`src/rtl/pulse_period_monitor.sv`:
```
// Receive-side checker for the periodic tick strobe: measures strobe intervals,
// flags early/late strobes and declares lock after a run of good intervals.
module pulse_period_monitor #(
  parameter int PERIOD   = 2501,
  parameter int TOL      = 0,
  parameter int LOCK_CNT = 2,
  parameter int CBITS    = 12
)(
  input  logic             clk,
  input  logic             rst,
  input  logic             pulse_in,
  output logic             locked,
  output logic             early,
  output logic             late,
  output logic             err_sticky,
  output logic [CBITS-1:0] last_period
);

  localparam int KBITS = $clog2(LOCK_CNT + 1);
  localparam logic [CBITS-1:0] LO     = CBITS'(PERIOD - TOL);
  localparam logic [CBITS-1:0] LATE_T = CBITS'(PERIOD + TOL + 1);
  localparam logic [KBITS-1:0] KMAX   = KBITS'(LOCK_CNT);

  typedef enum logic [1:0] {IDLE, TRACK, LOCK} state_t;

  state_t           state_q, state_d;
  logic [CBITS-1:0] t_q, t_d;
  logic [KBITS-1:0] consec_q, consec_d, consec_inc;
  logic [CBITS-1:0] lp_d;
  logic             early_d, late_d, err_d;

  assign consec_inc = (consec_q >= KMAX) ? KMAX : consec_q + KBITS'(1);

  always_ff @(posedge clk) begin
    if (rst) begin
      state_q     <= IDLE;
      t_q         <= '0;
      consec_q    <= '0;
      early       <= 1'b0;
      late        <= 1'b0;
      err_sticky  <= 1'b0;
      last_period <= '0;
    end else begin
      state_q     <= state_d;
      t_q         <= t_d;
      consec_q    <= consec_d;
      early       <= early_d;
      late        <= late_d;
      err_sticky  <= err_d;
      last_period <= lp_d;
    end
  end

  // locked is a straight decode of the state flop, so it shares its timing
  assign locked = (state_q == LOCK);

  always_comb begin
    state_d  = state_q;
    t_d      = t_q;
    consec_d = consec_q;
    lp_d     = last_period;
    early_d  = 1'b0;
    late_d   = 1'b0;
    err_d    = err_sticky;
    if (state_q == IDLE) begin
      t_d = '0;
      if (pulse_in) begin
        state_d  = TRACK;
        t_d      = CBITS'(1);
        consec_d = '0;
      end
    end else if (t_q == LATE_T) begin
      // timeout wins over any strobe in the same cycle; a strobe here resyncs
      late_d   = 1'b1;
      err_d    = 1'b1;
      consec_d = '0;
      if (pulse_in) begin
        state_d = TRACK;
        t_d     = CBITS'(1);
        lp_d    = t_q;
      end else begin
        state_d = IDLE;
        t_d     = '0;
      end
    end else if (pulse_in && (t_q < LO)) begin
      early_d  = 1'b1;
      err_d    = 1'b1;
      consec_d = '0;
      state_d  = TRACK;
      t_d      = CBITS'(1);
      lp_d     = t_q;
    end else if (pulse_in) begin
      lp_d     = t_q;
      t_d      = CBITS'(1);
      consec_d = consec_inc;
      state_d  = (consec_inc == KMAX) ? LOCK : TRACK;
    end else begin
      t_d = t_q + CBITS'(1);
    end
  end

endmodule

```
`config.mk`:
```
export PLATFORM = sky130hd
export DESIGN_NAME = pulse_period_monitor
export DESIGN_NICKNAME = d
export VERILOG_FILES = /design/src/rtl/pulse_period_monitor.sv
export SDC_FILE = /design/constraint.sdc
export NUM_CORES = 1
export LEC_CHECK = 0
export ABC_CLOCK_PERIOD_IN_PS = 1900
export BUFFER_PORTS_ARGS = -buffer_cell sky130_fd_sc_hd__buf_2
export CORE_UTILIZATION = 53
export CTS_CLUSTER_SIZE = 30
export DETAILED_ROUTE_END_ITERATION = 8
export GPL_ROUTABILITY_DRIVEN = 0
export HOLD_SLACK_MARGIN = 0.06
export PLACE_DENSITY = 0.75
export REMOVE_ABC_BUFFERS = 1
export SETUP_SLACK_MARGIN = 0.02
export SLEW_MARGIN = 20
export SYNTH_ARGS = -nofsm -noshare
export SYNTH_HDL_FRONTEND = slang
export SYNTH_SLANG_ARGS = --single-unit
```
`constraint.sdc`:
```
create_clock -name clk -period 1.9 [get_ports clk]
set_input_delay 0.095 -clock clk [delete_from_list [all_inputs] [get_ports clk]]
set_output_delay 0.095 -clock clk [all_outputs]
set_load 0.005 [all_outputs]
```
==> out/results.txt <==
CTS buffer count - 5
Post-Route WL - 2.54 mm
crit start category - flip-flop
Worst-path clk slew - 0.09 ns
Comb power frac - 0.047
Power Density - 745 nW/um^2
Synth Area in Adders - 0.0294
VDD IR-drop max - 0.518 mV
postcts setup bufs - 0
Overall Global Routing Usage - 0.236
critical path fanouts, max - 10
area added between synthesis and finish - 14.4%
pre-CTS WS - 0.128 ns
YS warnings - 0
Max Cap Violations - 0
Reg2Reg Launch Point - t_q[0]$_SDFF_PP0_
CTS tree - done
final setup violating endpoints - 0
DRT iter0 DRCs - 23
Setup TNS - 0 ns
largest family of logic cells by synthesized area - simple AND/OR/NAND/NOR gates
slew of the pin with the lowest slew margin - 0.801 ns
Layout fillers - 215
Sw Ratio - 0.235
Pins Over Slew Limit - 0
global route overflow - 0
Area contributors post-synth - dfxtp_1 (47%), nand2_1 (9.4%), nor2_1 (5.9%), a21oi_1 (5.1%), xnor2_1 (3.4%)
Pint - 0.832 mW
Setup Crit Path Kind - flip-flop to flip-flop
status - finished, final reports clean
Critical Path Sink Type - flip-flop
Critical Path Start - t_q[0]$_SDFF_PP0_
post-route cell area - 1460 sq um
CP arrival - 1.90 ns
CP cell instances - inv_1 > ha_1 > and3b_1 > nand4bb_2 > o211a_1 > a31o_1
DP Area - 1390 sq um
fin nets - 183
vias - 1101
Yosys cell types - 29
Die H - 51.1 um
CTS max path bufs - 2
Final Util - 0.654
#FFs+latches synth - 30
WP data required - 2.14 ns
Clock Latency Late Sink - 0.34 ns
# DRC - 0
Synth area leader - dfxtp_1
synth cell count leaders - nand2_1 (32), dfxtp_1 (30), nor2_1 (20)
Post-Syn Instances - 156
simple-gate area share of the yosys netlist - 0.278
initial antenna violation count - 0
initial core utilization - 0.571
first-pass GRT wire length - 4.47 mm
Routed Antenna Nets - 0
RSZ-0062 raised after global routing - no
Post-synth EDFFs - 0
Final HPWL DP - 1.80 mm
clk root buf - clkbuf_4
Slew Limit Headroom - 0.465
number of global-route vias before repair - 967
Reg area - 601 sq um
post-route setup slack - 0.237 ns
clock period minus worst slack - 1.66 ns
share of the synthesized area in the top cell type - 0.471
WHS - 0.109 ns
worst hold-check path type - input port to flip-flop
worst stage delay on the critical path - 0.37 ns
Site Rows - 17
clock sink count - 30
placed insts - 198
non-filler cells in the finished layout - 206
DR pass1 iterations - 4
mapped cell area - 1280 sq um
skew final - 0.00979 ns
sequential-to-total area share from yosys stat - 0.471
largest net degree at the start of global routing - 22
die width - 51.1 um
compound-gate portion of the synthesized area - 0.111
CP max stage cell - dfxtp_1
net switching power - 0.256 mW
total power draw - 1.09 mW
main flop type after synthesis - dfxtp_1
Leak Pwr - 0.577 nW
H-Tree Depth - 2
min-delay src - pulse_in
most common cell in the netlist - nand2_1
final worst path period share - 0.875
FFs w/ async S/R, synth - 0
Die ar. - 2610 sq um
mux share of post-synthesis cell area - 0
post-DR wirelength/cell - 12.3 um
xor and xnor area share after synthesis - 0.0686
Clock power frac - 0.361
Seq pwr share - 0.591
FMAX - 601 MHz
Hold Fails Final Rpt - 0
Multi-input gate area - 629 sq um
PortBufs - 18
core area - 2230 sq um
n_diodes - 0
Avg Cell Area, Syn - 8.18 sq um
routed vias/inst - 5.34
Ports - 19
share of cells above drive strength 1 - 0.174
[power by group through the flow]
stage	Sequential [mW]	Clock, mW	Combinational (mW)
after global placement	0.657	0	0.0497
final	0.643	0.393	0.0515
after floorplan	0.656	0	0.0266
after detailed placement	0.658	0	0.0508
after CTS	0.643	0.400	0.0510
after global routing	0.645	0.430	0.0584
[critical path, delay by kind of cell (launching register included)]
family	cells	cell delay, ns
AO/OA/AOI/OAI	2	0.47
adder cells (fa/ha/maj)	1	0.15
buffers and inverters	1	0.10
flip-flops	1	0.37
AND/OR/NAND/NOR	2	0.48
[path summary, 6_finish.rpt]
kind,endpoint,slack (ns),cells past startpoint
worst max register to register,consec_q[0]$_SDFFE_PP0P_,0.24,6
worst min register to register,flip-flop,0.46,2
worst max-delay path,consec_q[0]$_SDFFE_PP0P_,0.24,6
worst min-delay path,early$_SDFF_PP0_,0.11,3
[per-layer routing]
layer  GRT usage  vias up  wire [um]
met5           0        -          0
met4       0.139        0         59
met3      0.0625        7        147
met2       0.353       27       1220
met1       0.303      501       1110
li1            -      566          -
[area by class of cell]
cell class	count	area share
clock buffers	7	0.0377
clock inverters	1	0.00343
inverters	4	0.0103
multi-input cells	114	0.431
flip-flops and latches	30	0.411
well taps	28	0.0240
repair buffers	22	0.0823
[placed cells by master, fill, tap and decap left out, drive strengths merged]
master | synthesis | routed
nand4 | 3 | 3
buf | 5 | 22
dfxtp | 30 | 30
a311oi | 1 | 1
nand4bb | 1 | 1
a21oi | 13 | 13
inv | 4 | 4
o21ai | 5 | 5
nand3 | 3 | 3
a31o | 1 | 1
nor2b | 2 | 2
a21o | 2 | 2
nand2 | 32 | 32
ha | 3 | 3
or2 | 1 | 1
nand3b | 1 | 1
a41oi | 1 | 1
nor4 | 1 | 1
and3 | 2 | 2
nor2 | 20 | 20
and3b | 1 | 1
xor2 | 5 | 5
o211a | 1 | 1
and4 | 1 | 1
nor4b | 2 | 2
clkbuf | 3 | 7
nor3 | 7 | 7
xnor2 | 5 | 5
clkinv | 0 | 1
[cells by family after synthesis]
family,Yosys count
buf+inv,12
simple gates,77
fa+ha+maj,3
flops,30
xor+xnor,10
compound gates,24
[what timing repair did]
item | 4_1_cts | 5_1_grt
resized for setup | 0 | 2
setup endpoints to repair | 0 | 11
hold endpoints to repair | 0 | 0
hold buffers | 0 | 0
(Power assumes the default switching activity.)
